**config.mk**
```make
export PLATFORM = sky130hd
export DESIGN_NAME = rstatus_sched
export DESIGN_NICKNAME = d
export VERILOG_FILES = /design/src/rtl/rstatus_sched.sv
export SDC_FILE = /design/constraint.sdc
export NUM_CORES = 1
export LEC_CHECK = 0
export ABC_AREA = 1
export BUFFER_PORTS_ARGS = -buffer_cell sky130_fd_sc_hd__buf_4
export CAP_MARGIN = 20
export CORE_MARGIN = 1.5
export CORE_UTILIZATION = 55
export CTS_BUF_LIST = sky130_fd_sc_hd__clkbuf_2
export DETAILED_ROUTE_END_ITERATION = 10
export GPL_TIMING_DRIVEN = 0
export PLACE_DENSITY = 0.88
export SLEW_MARGIN = 20
export SYNTH_ARGS = -nofsm -noshare
export SYNTH_HDL_FRONTEND = slang
export SYNTH_SLANG_ARGS = --single-unit
```
**constraint.sdc**
```tcl
create_clock -name clock -period 2.9 [get_ports clock]
set_input_delay 0.29 -clock clock [delete_from_list [all_inputs] [get_ports clock]]
set_output_delay 0.29 -clock clock [all_outputs]
set_load 0.1 [all_outputs]
```
**src/rtl/rstatus_sched.sv**
```systemverilog
// rstatus_sched: encodes exception status words for $r30, queues them in order and drains them through the shared regfile write port.
// Optional macro RSTATUS_FORWARD_EN adds rs_fwd_valid/rs_fwd_data, a bypass of the newest queued entry.
module rstatus_sched #(
    parameter int unsigned DEPTH        = 4,
    parameter int unsigned STARVE_LIMIT = 8
) (
    input  logic                   clock,
    input  logic                   reset_n,
    input  logic                   alu_ovf,
    input  logic                   alu_valid,
    input  logic [4:0]             opcode,
    input  logic [4:0]             aluopcode,
    input  logic                   md_exc,
    input  logic                   md_is_div,
    input  logic                   setx_valid,
    input  logic [26:0]            setx_target,
    input  logic                   flush,
    input  logic                   wb_busy,
    output logic                   rs_we,
    output logic [31:0]            rs_data,
    output logic                   wb_hold,
    output logic                   alu_stall,
    output logic                   md_stall,
    output logic [$clog2(DEPTH):0] pending
`ifdef RSTATUS_FORWARD_EN
    ,
    output logic                   rs_fwd_valid,
    output logic [31:0]            rs_fwd_data
`endif
);

    localparam int unsigned AW = $clog2(DEPTH);
    localparam int unsigned CW = AW + 1;
    localparam int unsigned SW = $clog2(STARVE_LIMIT + 1);

    typedef enum logic [1:0] {
        S_IDLE  = 2'd0,
        S_WAIT  = 2'd1,
        S_FORCE = 2'd2
    } state_e;

    state_e         state_q;
    logic [SW-1:0]  starve_q;
    logic [31:0]    mem_q [DEPTH];
    logic [AW-1:0]  head_q, head_d;
    logic [AW-1:0]  tail_q, tail_d;
    logic [CW-1:0]  count_q, count_d;

    logic [2:0]     alu_code;
    logic           alu_ev;
    logic           full;
    logic           empty;
    logic           push;
    logic [31:0]    wdata;

    // ALU overflow decode; unrecognised opcode/aluopcode pairs produce no event
    always_comb begin
        alu_code = 3'd0;
        if (alu_valid && alu_ovf) begin
            if (opcode == 5'b00000 && aluopcode == 5'b00000) begin
                alu_code = 3'd1;
            end else if (opcode == 5'b00101) begin
                alu_code = 3'd2;
            end else if (opcode == 5'b00000 && aluopcode == 5'b00001) begin
                alu_code = 3'd3;
            end
        end
    end

    assign alu_ev = (alu_code != 3'd0);
    assign full   = (count_q == CW'(DEPTH));
    assign empty  = (count_q == CW'(0));

    // Stalls: a full queue blocks everyone; otherwise the ALU/setx stage loses to multdiv
    assign md_stall  = md_exc && full;
    assign alu_stall = (alu_ev || setx_valid) && (full || md_exc);

    assign push = !flush && !full && (md_exc || alu_ev || setx_valid);

    always_comb begin
        wdata = {5'b0, setx_target};
        if (md_exc) begin
            wdata = md_is_div ? 32'd5 : 32'd4;
        end else if (alu_ev) begin
            wdata = {29'b0, alu_code};
        end
    end

    assign rs_we   = !empty && (!wb_busy || state_q == S_FORCE);
    assign rs_data = empty ? 32'd0 : mem_q[head_q];
    assign wb_hold = (state_q == S_FORCE);
    assign pending = count_q;

    always_comb begin
        head_d  = head_q;
        tail_d  = tail_q;
        count_d = count_q;
        if (flush) begin
            head_d  = '0;
            tail_d  = '0;
            count_d = '0;
        end else begin
            if (rs_we) begin
                head_d = head_q + AW'(1);
            end
            if (push) begin
                tail_d = tail_q + AW'(1);
            end
            count_d = count_q + CW'(push) - CW'(rs_we);
        end
    end

    always_ff @(posedge clock or negedge reset_n) begin
        if (!reset_n) begin
            head_q  <= '0;
            tail_q  <= '0;
            count_q <= '0;
            for (int unsigned i = 0; i < DEPTH; i++) begin
                mem_q[i] <= '0;
            end
        end else begin
            head_q  <= head_d;
            tail_q  <= tail_d;
            count_q <= count_d;
            if (push) begin
                mem_q[tail_q] <= wdata;
            end
        end
    end

    // Port arbitration FSM: counts denied cycles and forces a one-cycle slot at the limit
    always_ff @(posedge clock or negedge reset_n) begin
        if (!reset_n) begin
            state_q  <= S_IDLE;
            starve_q <= '0;
        end else if (flush) begin
            state_q  <= S_IDLE;
            starve_q <= '0;
        end else begin
            case (state_q)
                S_IDLE: begin
                    starve_q <= '0;
                    if (push) begin
                        state_q <= S_WAIT;
                    end
                end
                S_WAIT: begin
                    if (rs_we) begin
                        starve_q <= '0;
                        if (count_d == CW'(0)) begin
                            state_q <= S_IDLE;
                        end
                    end else if (wb_busy) begin
                        starve_q <= starve_q + SW'(1);
                        if (starve_q + SW'(1) == SW'(STARVE_LIMIT)) begin
                            state_q <= S_FORCE;
                        end
                    end
                end
                S_FORCE: begin
                    starve_q <= '0;
                    state_q  <= (count_d == CW'(0)) ? S_IDLE : S_WAIT;
                end
                default: begin
                    state_q  <= S_IDLE;
                    starve_q <= '0;
                end
            endcase
        end
    end

`ifdef RSTATUS_FORWARD_EN
    // Newest entry sits one slot behind the tail pointer
    assign rs_fwd_valid = !empty;
    assign rs_fwd_data  = empty ? 32'd0 : mem_q[tail_q - AW'(1)];
`endif

endmodule

```
## Word level (Yosys, flattened, before mapping)

Index checks and enable logic that the tools add are counted.

- Flip-flop bits (word level): 141

- Muxes and demuxes: 31
- Add/sub/neg operators: 5
- $lt $le $gt $ge: 3
- Bitwise logic cells: 2
- Reductions and logical operators: 27
- Equality and inequality tests: 10

Operators with widths:

| cell | number |
|---|---|
| bitwise mux 128 bit | 1 |
| two-way mux 32 bit | 4 |
| binary-select mux 32 bit (select 2 bit) | 1 |
| demux 32 bit (select 2 bit) | 1 |
| two-way mux 27 bit | 2 |
| two-way mux 2 bit | 13 |
| two-way mux 4 bit | 4 |
| inequality test 4 bit, second input constant | 3 |
| logical NOT 5 bit | 2 |
| logical AND 1 bit | 9 |
| >= comparator 3 bit, second input constant | 2 |
| logical NOT 3 bit | 2 |
| two-way mux 3 bit | 2 |
| inverter 2 -> 3 bit | 2 |
| one-hot mux 2 bit (3 select lines) | 1 |
| == test 5 x 1 -> 1 bit, second input constant | 1 |
| == test 5 x 3 -> 1 bit, second input constant | 1 |
| logical OR 1 bit | 5 |
| adder 2 x 1 -> 2 bit, second input constant | 2 |
| adder 4 x 1 -> 4 bit, second input constant | 1 |
| == test 4 bit, second input constant | 1 |
| logical NOT 1 bit | 4 |
| AND reduction 4 bit | 1 |
| nonzero test 2 bit | 2 |
| other kinds (10) | 11 |

## Depth between registers and ports, before layout

Gate-level depths: netlist of the first run.

- Depth in word-level cells: 18
- Mapped depth: 22
- Gate-level depth less buffers: 22

## Worst setup path before layout of the first run

OpenSTA, ideal clock, no wires.

- Kind: register -> output
- From: register count_q[2], in the netlist pending[2]
- To: output md_stall
- Cell stages (with the launch flop): 3
- Buffers on the path: 0
- Setup slack: -1.363 ns
- Data arrival time: 3.973 ns
- Cells stage by stage: dfrtp_1 > inv_1 > nor4_1

- Longest elaborated chain between the ends: 2

RTL lines:

| what | RTL line | text |
|---|---|---|
| start: declaration | 47 | `logic [CW-1:0] count_q, count_d;` |
| start signal: assignment | 124 | `count_q <= count_d;` |
| == test 3 bit | 71 | `assign full = (count_q == CW'(DEPTH));` |
| logical AND 1 bit | 75 | `assign md_stall = md_exc && full;` |
| end: declaration | 23 | `output logic md_stall,` |

No other way between the ends.

## Worst setup path after layout of the first run

- From: register head_q[1]
- To: output rs_data[18]

- Longest elaborated chain between the ends: 5

RTL lines:

| what | RTL line | text |
|---|---|---|
| start: declaration | 45 | `logic [AW-1:0] head_q, head_d;` |
| start signal: assignment | 115 | `head_q <= '0;` |
| start signal: assignment | 122 | `head_q <= head_d;` |
| inverter 2 -> 3 bit (not written as such) | 90 | `assign rs_data = empty ? 32'd0 : mem_q[head_q];` |
| binary-select mux 32 bit (select 2 bit) | 90 |  |
| two-way mux 32 bit (not written as such) (2 in series) | 90 |  |
| two-way mux 32 bit | 90 |  |
| end: declaration | 20 | `output logic [31:0] rs_data,` |

No other way between the ends. The select of a mux whose other input is x is not followed.

==> flow_metrics.env, run 1 <==
export IMPL_run_status="completed"
export IMPL_cts_tree="built"
export IMPL_placement_setup_worst_slack_ns=-0.0611
export IMPL_number_of_placement_rows=38
export IMPL_drc=0
export IMPL_critPathArrivalTime_ns=2.49
export IMPL_layout_nets=920
export IMPL_synth_cells=738
export IMPL_ys_flop_type="dfrtp_1"
export IMPL_rsz0062_at_grt="false"
export IMPL_synth_top_cell_area_share=0.499
export IMPL_final_core_utilization=0.695
export IMPL_timing_critical_path_required_ns=2.61
export IMPL_vias=5535
export IMPL_min_delay_path_class="in -> reg"
export IMPL_clkTransAtPathRegs_ns=0.17
export IMPL_final_period_utilization=0.958
export IMPL_top_level_ports=85
export IMPL_area_growth_syn_to_layout_pct=23.8
export IMPL_worstRegToRegCells=16
export IMPL_globalRouteOverflowTotal=0
export IMPL_numCtsBuffers=17
export IMPL_synth_top_cells_by_count="nand2_1 (177), nor2_1 (131), dfrtp_1 (121)"
export IMPL_synth_top_area_cell="dfrtp_1"
export IMPL_worstPathCellList="clkinv_1 > clkbuf_1 > nor2_1 > o21ai_0 > a21oi_2 > buf_4"
export IMPL_synth_most_common_cell="nand2_1"
export IMPL_max_fclk_mhz=360
export IMPL_startpoint_type="flop"
export IMPL_htree_num_levels=4
export IMPL_report_final_setup_viol=0
export IMPL_grt_use_total=0.282
export IMPL_routed_wirelength_um=15200
export IMPL_maximum_number_of_pins_on_one_net_before_global_route_repair=70
export IMPL_routedWlPerCell_um=14.9
export IMPL_grt_pass1_vias=5218
export IMPL_drt_pre_antenna_iters=6
export IMPL_post_synthesis_mean_instance_area_um2=8.22
export IMPL_timing_final_hold_violations=0
export IMPL_die_area_um2=11700
export IMPL_place_detailed_hpwl_um=10300
export IMPL_clockBufferDepth=2
export IMPL_drt_via_density=5.43
export IMPL_drive_gt1_frac=0.238
export IMPL_layout_filler_cells=850
export IMPL_vdd_ir_drop_worst_mv=1.04
export IMPL_place_port_buffers=78
export IMPL_synth_seq_cells=121
export IMPL_fp_coreArea_um2=10800
export IMPL_setup_tns_ns=0
export IMPL_drv_slew=0
export IMPL_worst_pin_slew_ns=0.644
export IMPL_diodes=0
export IMPL_clk_insertion_delay_late_ns=0.68
export IMPL_number_of_antenna_violations_at_the_first_check_in_global_routing=0
export IMPL_leakagePower_nw=3.56
export IMPL_cts_root_buffer_type="clkbuf_2"
export IMPL_place_gp_congestion=0.837
export IMPL_die_width_um=108
export IMPL_clock_skew_ns=0.0242
export IMPL_antenna_left=0
export IMPL_dr_first_iter_drc_count=514
export IMPL_critPathMaxStageDelay_ns=0.39
export IMPL_worst_setup_path_type="reg -> out"
export IMPL_whs_path_depth=3
export IMPL_synth_sequential_area_ratio=0.499
export IMPL_power_mw=8.71
export IMPL_netlist_area_um2=6060
export IMPL_initial_core_util=0.562
export IMPL_cp_end_kind="output port"
export IMPL_yosys_warnings=0
export IMPL_ys_async_sr_fraction=1.00
export IMPL_finalWorstPathRequiredPeriod_ns=2.78
export IMPL_synthTopCellsByArea="dfrtp_1 (50%), nand2_1 (11%), nor2_1 (8.1%)"
export IMPL_number_of_enable_flip_flop_cells_after_synthesis=0
export IMPL_die_height_um=108
export IMPL_relSlewSlack=0.571
export IMPL_max_cap_violations=0
export IMPL_worst_path_max_fanout=10
export IMPL_clock_sink_count=121
export IMPL_postLayoutSetupSlackWorst_ns=0.121
export IMPL_grt_pass1_wl_um=25200
export IMPL_synth_cell_type_count=31
export IMPL_power_density_nw_per_um2=1160
export IMPL_crit_path_top_delay_cell="dfrtp_1"
## stage by stage
| step | hold slack (ns) | cells | instance area [µm²] |
|---|---|---|---|
| 2_1_floorplan | -0.00559 | 742 | 6190 |
| 3_3_place_gp | 0.457 | 960 | 6950 |
| 3_5_place_dp | 0.333 | 961 | 6980 |
| 4_1_cts | 0.0220 | 1018 | 7490 |
| 5_1_grt | 0.0216 | 1019 | 7510 |
| 6_report | 0.00853 | 1019 | 7510 |
## critical path, delay by kind of cell (launching register included)
family	cells	cell delay [ns]
buffers and inverters	3	0.96
DFF	1	0.39
AOI/OAI and AO/OA	2	0.30
and+or+nand+nor	1	0.16
## sequential cells by signal, summed over array words and instances (netlist names)
name      count
pending       3
head_q        2
starve_q      4
tail_q        2
mem_q       108
state_q       2
## routing by layer
metal / share of wire / GRT usage / wire, µm
met5: 0 / 0 / 0
met3: 0.078 / 0.0567 / 1180
met1: 0.42 / 0.380 / 6350
met4: 0.021 / 0.103 / 321
met2: 0.48 / 0.455 / 7360
## cell families after synthesis
| group | after synthesis | synth area share |
|---|---|---|
| xor+xnor | 3 | 0.00433 |
| flops | 121 | 0.499 |
| compound gates | 192 | 0.172 |
| buf+inv | 76 | 0.0763 |
| simple gates | 337 | 0.229 |
| fa+ha+maj | 8 | 0.0177 |
| other cells | 1 | 0.000618 |
## worst paths after layout
check                           slack [ns]       startpoint          end
worst max-delay path                  0.12        head_q[1]  rs_data[18]
worst min-delay path                 0.009  setx_target[24]   mem_q[120]
worst max register to register        0.23       pending[0]   state_q[0]
worst min register to register        0.50        mem_q[64]    mem_q[64]
max in group asynchronous             2.05          reset_n   pending[1]
min in group asynchronous             0.12          reset_n    mem_q[75]
## cells in the final DEF (no fill, tap or decap), types with 21 or more instances in the layout
cell and count:
nor2_1 131, nand2_1 176, dfrtp_1 118, dlygate4sd3_1 25, o21ai_2 22, o21ai_1 78
clkbuf_2 25, o21ai_0 58, buf_4 85, inv_1 23, buf_6 21
## final cells by class
cell class | instances | area, µm² | share of cell area
clock buffer | 19 | 95.1 | 0.0127
inverter | 30 | 120 | 0.0160
sequential | 121 | 3040 | 0.405
tap | 140 | 175 | 0.0233
timing repair buffer | 105 | 875 | 0.117
buffer | 46 | 360 | 0.0480
clock inverter | 13 | 154 | 0.0205
multi-input combinational | 545 | 2690 | 0.358
## power by group
group | switching, mW | internal (mW) | total, mW
sequential | 0.371 | 2.36 | 2.73
clock | 0.633 | 0.481 | 1.11
combinational | 3.56 | 1.31 | 4.87
total | 4.56 | 4.15 | 8.71
## timing repair
action	4_1_cts	5_1_grt
pin swaps	0	1
endpoints found under the hold margin	164	0
gates resized for setup	3	9
cloned	0	0
buffers inserted	0	1
hold buffers	25	0
endpoints found under the setup margin	21	28
No activity file was read; power rests on OpenSTA's default activity.
==> run 2, diff against run 1 <==
CTS_BUF_LIST = sky130_fd_sc_hd__clkbuf_16   (was sky130_fd_sc_hd__clkbuf_2)
CTS_CLUSTER_SIZE = 14   (was default)
==> flow_metrics.env, run 2 (synthesis results as in run 1) <==
export IMPL_cts_root_buffer_type="clkbuf_16"
export IMPL_startpoint_type="flop"
export IMPL_worst_pin_slew_ns=0.791
export IMPL_grt_pass1_vias=5285
export IMPL_largest_register="mem_q"
export IMPL_area_growth_syn_to_layout_pct=25.1
export IMPL_timing_critical_path_required_ns=2.61
export IMPL_worst_setup_path_type="reg -> out"
export IMPL_critPathArrivalTime_ns=2.38
export IMPL_final_period_utilization=0.921
export IMPL_number_of_antenna_violations_at_the_first_check_in_global_routing=0
export IMPL_layout_cell_area_non_filler_um2=7590
export IMPL_routed_wirelength_um=16200
export IMPL_layout_nets=896
export IMPL_run_status="completed"
export IMPL_number_of_placement_rows=38
export IMPL_clk_insertion_delay_late_ns=0.41
export IMPL_rsz0062_at_grt="false"
export IMPL_drt_via_density=5.68
export IMPL_numCtsBuffers=17
export IMPL_place_port_buffers=78
export IMPL_maximum_number_of_pins_on_one_net_before_global_route_repair=70
export IMPL_number_of_flip_flops_in_the_largest_register=108
export IMPL_max_fclk_mhz=374
export IMPL_place_gp_congestion=0.837
export IMPL_power_density_nw_per_um2=1280
export IMPL_grt_pass1_wl_um=26200
export IMPL_multiInputGateArea_um2=2690
export IMPL_grt_use_total=0.295
export IMPL_clock_skew_ns=0.00835
export IMPL_finalWorstPathRequiredPeriod_ns=2.67
export IMPL_p_switching_mw=4.76
export IMPL_layout_common_cells="nand2_1 (176), nor2_1 (131), dfrtp_1 (118)"
export IMPL_worst_path_max_fanout=10
export IMPL_drive_gt1_frac=0.232
export IMPL_vias=5653
export IMPL_vdd_ir_drop_worst_mv=0.987
export IMPL_power_internal_mw=4.99
export IMPL_max_cap_violations=0
export IMPL_antenna_left=0
export IMPL_share_comb_of_total_power=0.501
export IMPL_cts_tree="built"
export IMPL_leakagePower_nw=3.57
export IMPL_globalRouteOverflowTotal=0
export IMPL_drv_slew=0
export IMPL_post_dp_cell_area_um2=6980
export IMPL_drc=0
export IMPL_worstPathCellList="nor2_1 > nand2_1 > clkinv_1 > buf_1 > a21oi_2 > buf_4"
export IMPL_report_final_setup_viol=0
export IMPL_die_area_um2=11700
export IMPL_htree_num_levels=4
export IMPL_timing_final_hold_violations=0
export IMPL_clock_sink_count=121
export IMPL_place_detailed_hpwl_um=10300
export IMPL_clockBufferDepth=2
export IMPL_critPathMaxStageDelay_ns=0.47
export IMPL_fp_coreArea_um2=10800
export IMPL_crit_path_top_delay_cell="dfrtp_4"
export IMPL_relSlewSlack=0.473
export IMPL_routedWlPerCell_um=16.3
export IMPL_p_seq_frac=0.284
export IMPL_drt_pre_antenna_iters=6
export IMPL_die_width_um=108
export IMPL_share_clk_of_total_power=0.215
export IMPL_cp_end_kind="output port"
export IMPL_layout_filler_cells=822
export IMPL_leading_cell_type_in_the_layout_fill_and_taps_excluded="nand2_1"
export IMPL_diodes=0
export IMPL_holdWs_ns=0.163
export IMPL_top_level_ports=85
export IMPL_dr_first_iter_drc_count=492
export IMPL_die_height_um=108
export IMPL_power_switching_fraction=0.489
export IMPL_clkTransAtPathRegs_ns=0.06
export IMPL_initial_core_util=0.562
export IMPL_min_delay_path_class="in -> reg"
export IMPL_area_sequential_um2=3040
[run 2: power by group through the flow]
stage          Combinational (mW)  Clock, mW  Sequential, mW
4_1_cts                      4.88       2.08            2.76
3_5_place_dp                 4.80          0            2.76
6_report                     4.89       2.10            2.77
2_1_floorplan                3.71          0            2.77
5_1_grt                      5.23       2.16            2.85
3_3_place_gp                 4.70          0            2.72
[run 2: layer usage]
layer,GRT usage,up-vias,wire [µm]
met4,0.110,0,463
met5,0,-,0
met2,0.482,294,8010
met1,0.390,2706,6410
met3,0.0603,46,1290
li1,-,2607,-
[run 2: timing repair]
action,4_1_cts,5_1_grt
gates resized for setup,0,1
hold endpoints to repair,68,0
setup endpoints to repair,0,2
hold buffers,1,0
buffers inserted,0,1
[run 2: path summary, 6_finish.rpt]
check                              end       start  slack, ns  depth (start not counted)
hold reg to reg              mem_q[25]   mem_q[25]       0.47                          2
setup reg to reg            state_q[0]  pending[1]       0.25                         15
setup / recovery           rs_data[18]  pending[0]       0.23                          6
hold / removal             starve_q[1]     wb_busy       0.16                          3
max in group asynchronous   pending[1]     reset_n       1.74                          3
min in group asynchronous    mem_q[75]     reset_n       0.45                          2
[run 2: cell type report]
class                           count  area share
Sequential cell                   121       0.400
Multi-Input combinational cell    545       0.354
Timing Repair Buffer               81      0.0836
Clock buffer                       17      0.0561
Buffer                             46      0.0462
Tap cell                          140      0.0231
Clock inverter                     15      0.0213
Inverter                           30      0.0153
[run 2: worst max-delay path, delay by kind of cell, from the launching register on]
kind | cells | cell delay [ns]
simple gates | 2 | 0.16
flops | 1 | 0.47
buf+inv | 3 | 1.06
compound gates | 1 | 0.26
[run 2: metrics by stage]
step	setup TNS [ns]	std cells	utilization	setup WS [ns]	total power, mW
4_1_cts	0	994	0.702	0.0104	9.72
3_3_place_gp	0	960	0.644	0.0357	7.43
6_report	0	995	0.703	0.229	9.75
5_1_grt	0	995	0.703	0.0357	10.2
3_5_place_dp	-0.0612	961	0.647	-0.0611	7.55
2_1_floorplan	-1.05	742	-	-0.181	6.48
==> run 3, diff against run 2 <==
ABC_AREA = default   (was 1)
CTS_CLUSTER_SIZE = default   (was 14)
==> flow_metrics.env, run 3 <==
export IMPL_p_switching_mw=3.85
export IMPL_vias=3753
export IMPL_clk_insertion_delay_late_ns=0.41
export IMPL_number_of_placement_rows=37
export IMPL_final_period_utilization=0.940
export IMPL_place_gp_congestion=0.825
export IMPL_power_density_nw_per_um2=1240
export IMPL_post_synth_xor_area_fraction=0.0118
export IMPL_crit_path_top_delay_cell="mux4_2"
export IMPL_netlist_area_um2=5950
export IMPL_routed_wirelength_um=12600
export IMPL_crit_reg2reg_launch="pending[2]"
export IMPL_synth_sequential_area_ratio=0.509
export IMPL_power_switching_fraction=0.425
export IMPL_clockBufferDepth=2
export IMPL_timing_final_hold_violations=0
export IMPL_synth_top_cells_by_count="dfrtp_1 (121), mux2_2 (109), nor2b_1 (29)"
export IMPL_report_final_setup_viol=0
export IMPL_area_growth_syn_to_layout_pct=23.3
export IMPL_post_synth_fa_ha_maj_area_fraction=0.0181
export IMPL_grt_pass1_wl_um=20600
export IMPL_power_internal_mw=5.21
export IMPL_leading_cell_type_in_the_layout_fill_and_taps_excluded="dfrtp_1"
export IMPL_rsz0062_at_grt="false"
export IMPL_synth_top_family_by_area="multiplexers"
export IMPL_htree_num_levels=4
export IMPL_leakagePower_nw=3.39
export IMPL_layout_common_cells="dfrtp_1 (118), mux2_2 (109), buf_4 (81)"
export IMPL_worst_r2r_setup_slack_ns=0.19
export IMPL_dr_first_iter_drc_count=142
export IMPL_grt_use_total=0.243
export IMPL_r2r_end="state_q[0]"
export IMPL_top_level_ports=85
export IMPL_power_mw=9.06
export IMPL_die_height_um=107
export IMPL_placement_setup_worst_slack_ns=-0.468
export IMPL_share_comb_of_total_power=0.491
export IMPL_finalWorstPathRequiredPeriod_ns=2.72
export IMPL_p_seq_frac=0.308
export IMPL_drive_gt1_frac=0.525
export IMPL_drc=0
export IMPL_initial_core_util=0.571
export IMPL_largest_register="mem_q"
export IMPL_run_status="completed"
export IMPL_whs_path_depth=3
export IMPL_post_dp_cell_area_um2=6800
export IMPL_clock_sink_count=121
export IMPL_number_of_antenna_violations_at_the_first_check_in_global_routing=0
export IMPL_worst_path_max_fanout=10
export IMPL_ys_flop_type="dfrtp_1"
export IMPL_muxShareOfSynthArea=0.310
export IMPL_place_port_buffers=76
export IMPL_synth_area_in_simple_gates=0.0943
export IMPL_post_synthesis_mean_instance_area_um2=14.2
export IMPL_synthTopCellsByArea="dfrtp_1 (51%), mux2_2 (21%), mux4_2 (10%)"
export IMPL_timing_critical_path_required_ns=2.61
export IMPL_layout_nets=576
export IMPL_numCtsBuffers=17
export IMPL_globalRouteOverflowTotal=0
export IMPL_worst_setup_path_type="reg -> out"
export IMPL_worstRegToRegCells=11
export IMPL_max_cap_violations=0
export IMPL_cp_end_kind="output port"
export IMPL_critPathArrivalTime_ns=2.43
export IMPL_number_of_flip_flops_in_the_largest_register=108
export IMPL_layout_cell_area_non_filler_um2=7330
export IMPL_antenna_left=0
export IMPL_clkTransAtPathRegs_ns=0.05
export IMPL_cts_tree="built"
export IMPL_synth_top_cell_area_share=0.509
export IMPL_yosys_warnings=0
export IMPL_number_of_enable_flip_flop_cells_after_synthesis=0
export IMPL_fp_coreArea_um2=10400
export IMPL_place_detailed_hpwl_um=8280
export IMPL_worstPathCellList="clkbuf_2 > clkbuf_4 > mux4_2 > nor2b_2 > buf_4"
export IMPL_drt_via_density=5.64
export IMPL_routedWlPerCell_um=19.0
export IMPL_die_width_um=107
export IMPL_max_fclk_mhz=367
export IMPL_postLayoutSetupSlackWorst_ns=0.175
export IMPL_synth_most_common_cell="dfrtp_1"
export IMPL_synth_compound_area_frac=0.0196
export IMPL_synth_top_area_cell="dfrtp_1"
export IMPL_share_clk_of_total_power=0.200
export IMPL_worst_pin_slew_ns=0.835
export IMPL_setup_tns_ns=0
export IMPL_synth_seq_cells=121
export IMPL_clock_skew_ns=0.00597
export IMPL_drt_pre_antenna_iters=4
export IMPL_min_from="setx_target[16]"
export IMPL_cts_root_buffer_type="clkbuf_16"
export IMPL_critPathMaxStageDelay_ns=0.54
export IMPL_min_delay_path_class="in -> reg"
export IMPL_diodes=0
export IMPL_startpoint_type="flop"
export IMPL_synth_cell_type_count=38
export IMPL_die_area_um2=11400
export IMPL_relSlewSlack=0.444
export IMPL_drv_slew=0
export IMPL_ys_async_sr_fraction=1.00
export IMPL_vdd_ir_drop_worst_mv=0.879
export IMPL_synth_cells=420
export IMPL_grt_pass1_vias=4030
export IMPL_worstHoldEndpoint="mem_q[80]"
export IMPL_maximum_number_of_pins_on_one_net_before_global_route_repair=68
[run 3: changes by cell type after synthesis, sizes merged, moves of 10 or more]
cell   before  now
nand2     181   13
o21ai     158    2
nor2      134   13
mux2        0  109
nor2b       0   29
mux4        0   27
a21oi      32    6
and2        0   25
buf        35   13
inv        27    8
nand3      12    2
[run 3: metal layers]
layer,vias to the layer above,wire (µm),share of wire,track usage
li1,1695,-,-,-
met1,1949,5360,0.42,0.304
met2,96,6660,0.53,0.410
met3,13,492,0.039,0.0736
met4,0,136,0.011,0.0676
met5,-,0,0,0
[run 3: final cells by class]
class / count / area, µm²
Sequential cell: 121 / 3040
Fill cell: 709 / 3080
Tap cell: 136 / 170
Clock buffer: 17 / 425
Multi-Input combinational cell: 268 / 2780
Inverter: 8 / 30.0
Timing Repair Buffer: 79 / 619
Clock inverter: 10 / 67.6
Buffer: 27 / 200
[run 3: kinds of logic after synthesis]
group,count (synthesis)
muxes,137
DFF,121
and+or+nand+nor,93
buffers and inverters,35
AOI/OAI and AO/OA,17
adders and majority gates,8
xor gates and xnor gates,8
other,1
[run 3: power groups by stage]
stage                     logic (mW)  clock network (mW)  registers [mW]
final                           4.45                1.82            2.79
after global routing            4.67                1.92            2.87
after CTS                       4.47                1.83            2.78
after detailed placement        4.44                   0            2.80
after global placement          4.34                   0            2.72
after floorplan                 3.55                   0            2.76
[run 3: worst max-delay path by stage]
stage                  from     endpoint  slack, ns  cells after the start
6_report          head_q[0]  rs_data[26]       0.18                      5
5_1_grt           head_q[0]  rs_data[26]       0.02                      5
4_1_cts           head_q[0]  rs_data[26]       0.05                      5
3_5_place_dp   aluopcode[3]   state_q[0]      -0.47                     14
3_3_place_gp   aluopcode[3]   state_q[0]      -0.32                     14
2_1_floorplan    pending[2]   state_q[0]      -0.18                     11
[run 3: through the flow]
stage,hold WS (ns),instances,util
after global placement,0.481,636,0.650
after CTS,0.298,666,0.703
after detailed placement,0.279,637,0.653
after floorplan,-0.00559,424,-
after global routing,0.306,666,0.704
final,0.305,666,0.704
[run 3: critical path: cells and delay by family, from the launching register on]
family	cells	cell delay [ns]
buffers and inverters	3	0.98
muxes	1	0.54
DFF	1	0.35
and+or+nand+nor	1	0.17
[run 3: repair_timing]
| item | 4_1_cts | 5_1_grt |
|---|---|---|
| endpoints found under the setup margin | 13 | 9 |
| resized for setup | 3 | 3 |
| hold endpoints to repair | 54 | 0 |
| pin swaps | 1 | 0 |
| hold buffers | 1 | 0 |
| buffers inserted | 1 | 0 |
